[src/rtl/decode_issue_scoreboard.sv]
// Single-entry decode/issue buffer with a per-register pending-write scoreboard.
// Optional DECODE_ISSUE_SCOREBOARD_CMP_BYPASS_EN lets a same-cycle completion clear a hazard.
module decode_issue_scoreboard #(
  parameter int unsigned UOP_W = 6,
  parameter int unsigned CNT_W = 2,
  parameter int unsigned NREGS = 32
) (
  input  logic             clk,
  input  logic             rst_n,
  input  logic             dec_val,
  output logic             dec_rdy,
  input  logic [UOP_W-1:0] dec_uop,
  input  logic [4:0]       dec_raddr0,
  input  logic [4:0]       dec_raddr1,
  input  logic [4:0]       dec_waddr,
  input  logic             dec_wen,
  output logic             iss_val,
  input  logic             iss_rdy,
  output logic [UOP_W-1:0] iss_uop,
  output logic [4:0]       iss_raddr0,
  output logic [4:0]       iss_raddr1,
  output logic [4:0]       iss_waddr,
  output logic             iss_wen,
  input  logic             cmp_val,
  input  logic [4:0]       cmp_waddr,
  input  logic             squash,
  output logic             sb_err
);

  localparam logic [CNT_W-1:0] CntMax = '1;

  typedef enum logic {StEmpty, StFull} state_e;

  state_e           state_q;
  logic [CNT_W-1:0] cnt_q [NREGS];
  logic [CNT_W-1:0] cnt_d [NREGS];
  logic [CNT_W-1:0] cnt_r0, cnt_r1, cnt_w;
  logic             byp0, byp1, bypw;
  logic             hazard0, hazard1, waw_full;
  logic             fire, accept, inc, dec, err_set;

  assign cnt_r0 = cnt_q[iss_raddr0];
  assign cnt_r1 = cnt_q[iss_raddr1];
  assign cnt_w  = cnt_q[iss_waddr];

`ifdef DECODE_ISSUE_SCOREBOARD_CMP_BYPASS_EN
  // The last outstanding write completing this cycle no longer blocks the reader.
  assign byp0 = cmp_val && (cmp_waddr == iss_raddr0) && (cnt_r0 == CNT_W'(1));
  assign byp1 = cmp_val && (cmp_waddr == iss_raddr1) && (cnt_r1 == CNT_W'(1));
  assign bypw = cmp_val && (cmp_waddr == iss_waddr);
`else
  assign byp0 = 1'b0;
  assign byp1 = 1'b0;
  assign bypw = 1'b0;
`endif

  assign hazard0  = (iss_raddr0 != 5'd0) && (cnt_r0 != '0) && !byp0;
  assign hazard1  = (iss_raddr1 != 5'd0) && (cnt_r1 != '0) && !byp1;
  assign waw_full = iss_wen && (iss_waddr != 5'd0) && (cnt_w == CntMax) && !bypw;

  assign iss_val = (state_q == StFull) && !hazard0 && !hazard1 && !waw_full && !squash;
  assign fire    = iss_val && iss_rdy;
  assign dec_rdy = ((state_q == StEmpty) || fire) && !squash;
  assign accept  = dec_val && dec_rdy;
  assign inc     = fire && iss_wen && (iss_waddr != 5'd0);
  assign dec     = cmp_val && (cmp_waddr != 5'd0);

  always_comb begin
    err_set = 1'b0;
    for (int unsigned r = 0; r < NREGS; r++) begin
      cnt_d[r] = cnt_q[r];
    end
    for (int unsigned r = 1; r < NREGS; r++) begin
      // Issue and completion on the same register cancel out.
      if (inc && (iss_waddr == 5'(r)) && !(dec && (cmp_waddr == 5'(r)))) begin
        cnt_d[r] = cnt_q[r] + 1'b1;
      end else if (dec && (cmp_waddr == 5'(r)) && !(inc && (iss_waddr == 5'(r)))) begin
        if (cnt_q[r] == '0) begin
          err_set = 1'b1;
        end else begin
          cnt_d[r] = cnt_q[r] - 1'b1;
        end
      end
    end
    cnt_d[0] = '0;
  end

  always_ff @(posedge clk or negedge rst_n) begin
    if (!rst_n) begin
      state_q    <= StEmpty;
      iss_uop    <= '0;
      iss_raddr0 <= '0;
      iss_raddr1 <= '0;
      iss_waddr  <= '0;
      iss_wen    <= 1'b0;
      sb_err     <= 1'b0;
      for (int unsigned r = 0; r < NREGS; r++) begin
        cnt_q[r] <= '0;
      end
    end else begin
      cnt_q  <= cnt_d;
      sb_err <= sb_err | err_set;
      if (squash) begin
        state_q <= StEmpty;
      end else if (accept) begin
        state_q    <= StFull;
        iss_uop    <= dec_uop;
        iss_raddr0 <= dec_raddr0;
        iss_raddr1 <= dec_raddr1;
        iss_waddr  <= dec_waddr;
        iss_wen    <= dec_wen;
      end else if (fire) begin
        state_q <= StEmpty;
      end
    end
  end

endmodule

[config.mk]
export PLATFORM = sky130hd
export DESIGN_NAME = decode_issue_scoreboard
export DESIGN_NICKNAME = d
export VERILOG_FILES = /design/src/rtl/decode_issue_scoreboard.sv
export SDC_FILE = /design/constraint.sdc
export NUM_CORES = 1
export LEC_CHECK = 0
export CORE_MARGIN = 1.5
export CORE_UTILIZATION = 60
export DETAILED_ROUTE_END_ITERATION = 8
export PLACE_DENSITY = 0.82
export REMOVE_ABC_BUFFERS = 1
export SLEW_MARGIN = 20
export SYNTH_ARGS = -nofsm -noshare
export SYNTH_HDL_FRONTEND = slang
export SYNTH_SLANG_ARGS = --single-unit
[constraint.sdc]
create_clock -name clk -period 5.7 [get_ports clk]
set_clock_uncertainty 0.15 [all_clocks]
set_input_delay 0.855 -clock clk [delete_from_list [all_inputs] [get_ports clk]]
set_output_delay 0.855 -clock clk [all_outputs]
set_load 0.05 [all_outputs]
==> impl_metrics.ini <==
[clock_tree]
cts_resized = 0
ctsHoldBuffers = 0
clkTransAtPathRegs_ns = 0.06
post-cts-setup-buffers = 0
cts_max_level = 3
cts.path.max_buffers = 2
cts_root_buffer = clkbuf_16
cts_buffers = 9
cts_sinks = 86
cts_tree = built
insertion_delay_ns = 0.35

[synthesis]
synth_area_um2 = 7080
ys_async_sr_fraction_pct = 100
ys.warnings.count = 0
synth_commonest_cells = 146 x nand2_1, 97 x o21ai_0, 86 x dfrtp_1, 84 x nor2_1, 65 x nor2b_1
yosys_register_bits = 86
ys.flop_type = dfrtp_1
synth_top_cell_by_area = dfrtp_1
synth_most_common_cell = nand2_1
synth_area_leaders = dfrtp_1 30%, ha_1 11%, nand2_1 7.7%, o21ai_0 6.9%, nor2b_1 5.7%
synth_seq_area_share_pct = 30.4
synth_cells = 879
synth_edf_count = 0
ys_types = 57
syn_avg_cell_area_um2 = 8.05
netlist.area_leader.share_pct = 30.4

[timing]
rsz0062_at_grt = false
drv_slew = 0
max_freq_mhz = 207
tightestPinTransition_ns = 1.04
min_period_ns = 4.83
final_hold_viol_count = 0
setup_viol = 0
fin_crit_sh_pct = 84.8
slew_headroom_pct = 30.5

[routing]
wl_per_cell_um = 19.0
drc = 0
wl_mm = 20.5
dr.pass1.iters = 6
postRouteAntennaNets = 0
routed_via_density = 6.38
drt-initial-drc-count = 983
via_count = 6886

[pwr]
ir_drop_uv = 255
p_per_area_nw_per_um2 = 249
p_leak_nw = 3.81

[critical_path]
cp_slowest_cell = clkdlybuf4s50_1
critPathBufInv = 3
critPathMaxStageDelay_ns = 0.83
crit_chain = inv_1 > buf_4 > a31oi_1 > mux4_2 > a211o_1 > nand4_4 > o31ai_1 > nor2b_1 > clkdlybuf4s50_1
critPathArrivalTime_ns = 3.83
worstRegToRegCells = 13
crit_path_end_kind = primary output
critPathLaunchType = flip-flop
worstPathMaxFanout = 14
crit_family = buffers and inverters
path_depth = 9
crit_required_ns = 4.70
critPathKind = flip-flop to primary output

[grt]
antenna_found_initial = 0
grt_max_degree = 46
grt_pass1_wl_mm = 33.9
first_global_vias = 6521
track_usage_pct = 34.3
overflow = 0

[floorplanning]
die_w_um = 112
die_h_um = 112
ios = 58
start_util_pct = 61.7
die_area_um2 = 12500
fp-row-count = 39
core-area_um2 = 11500

[final_layout]
multi_input_area_um2 = 4580
fin_util_pct = 70.9
post-route-cell-area_um2 = 8140
drive_above_1_share_pct = 7.69
regArea_um2 = 2150
syn_to_final_growth_pct = 15.0
antennaDiodeCount = 0
fin_nets = 1026
fillers = 918

[placement]
dpl.hpwl_mm = 15.4
placed_area_um2 = 7770
gp_congestion = 1.07
io_buffers = 57

[outcome]
status = finished, final reports clean

[run]
maxCapViolations = 0

[worst_hold_path]
hp-class = primary input to asynchronous set/reset pin
## stage by stage
step                      instances  hold WS [ns]  TNS (ns)  worst slack (ns)  power [mW]
after floorplan                 855         0.364   -0.0551           -0.0551        1.08
after global placement         1063         0.341         0              1.28        1.30
after detailed placement       1063         0.345         0              1.18        1.30
after CTS                      1079         0.349         0             0.969        2.02
after global routing           1079         0.375         0             0.747        2.09
final                          1079         0.328         0             0.867        2.03
## final cells by class
class / count / area share, %
clock buffers: 10 / 2.81
flip-flops and latches: 86 / 26.5
well taps: 143 / 2.20
multi-input cells: 708 / 56.4
clock inverters: 6 / 1.65
inverters: 61 / 2.81
repair buffers: 65 / 7.72
## layout by cell type, fill, tap and decap left out, types with 3 or more instances in the layout
master and n:
bufinv_16 4, dfrtp_1 86, nor4b_1 11, and2_1 9, nor3b_1 32, and3_1 10
nand2b_1 3, a21oi_1 7, mux2i_1 3, a2111oi_0 4, buf_4 9, a211o_1 3
a31oi_1 13, mux4_2 12, ha_1 62, nor4_2 3, nand3_1 40, nand2_1 146
inv_1 59, nand4_1 5, o211ai_1 4, nor3_1 27, nand3b_1 5, a311oi_1 3
or3_1 5, o21ai_0 97, nor2_1 84, mux2_2 23, clkbuf_16 9, nor2b_1 65
clkdlybuf4s50_1 56
## final timing paths
| kind | from | end | slack [ns] |
|---|---|---|---|
| max | iss_waddr[0]$_DFFE_PN0P_ | dec_rdy | 0.87 |
| max in group asynchronous | rst_n | iss_raddr1[0]$_DFFE_PN0P_ | 4.11 |
| min | rst_n | cnt_q[23]$_DFFE_PN0P_ | 0.33 |
| max reg2reg | iss_waddr[0]$_DFFE_PN0P_ | sb_err$_DFF_PN0_ | 0.99 |
| min reg2reg | iss_uop[0]$_DFFE_PN0P_ | iss_uop[0]$_DFFE_PN0P_ | 0.35 |
| min in group clk | iss_uop[0]$_DFFE_PN0P_ | iss_uop[0]$_DFFE_PN0P_ | 0.35 |
## power breakdown
part	internal, mW	total (mW)	switching (mW)
Clock	0.473	0.723	0.251
Combinational	0.203	0.562	0.359
Sequential	0.648	0.744	0.0952
Total	1.32	2.03	0.704
## cells by family after synthesis
group / synth area share [%]
flip-flops: 30.4
AO/OA/AOI/OAI: 13.3
adder cells (fa/ha/maj): 11.0
buffers and inverters: 4.88
multiplexers: 7.90
AND/OR/NAND/NOR: 32.6
## flip-flops by register name, indices dropped and copies added, names as in the netlist
signal	count
iss_uop	6
iss_raddr1	5
iss_raddr0	5
cnt_q	62
iss_waddr	5
iss_wen	1
sb_err	1
state_q	1
## layer usage
| metal | global-route usage (%) | up-vias | wire length (um) |
|---|---|---|---|
| met5 | 0 | - | 0 |
| met4 | 14.5 | 0 | 742 |
| met3 | 8.11 | 68 | 2580 |
| met2 | 50.4 | 429 | 8800 |
| met1 | 48.6 | 3227 | 8410 |
| li1 | - | 3162 | - |
Power figures use the tool's default switching activity.
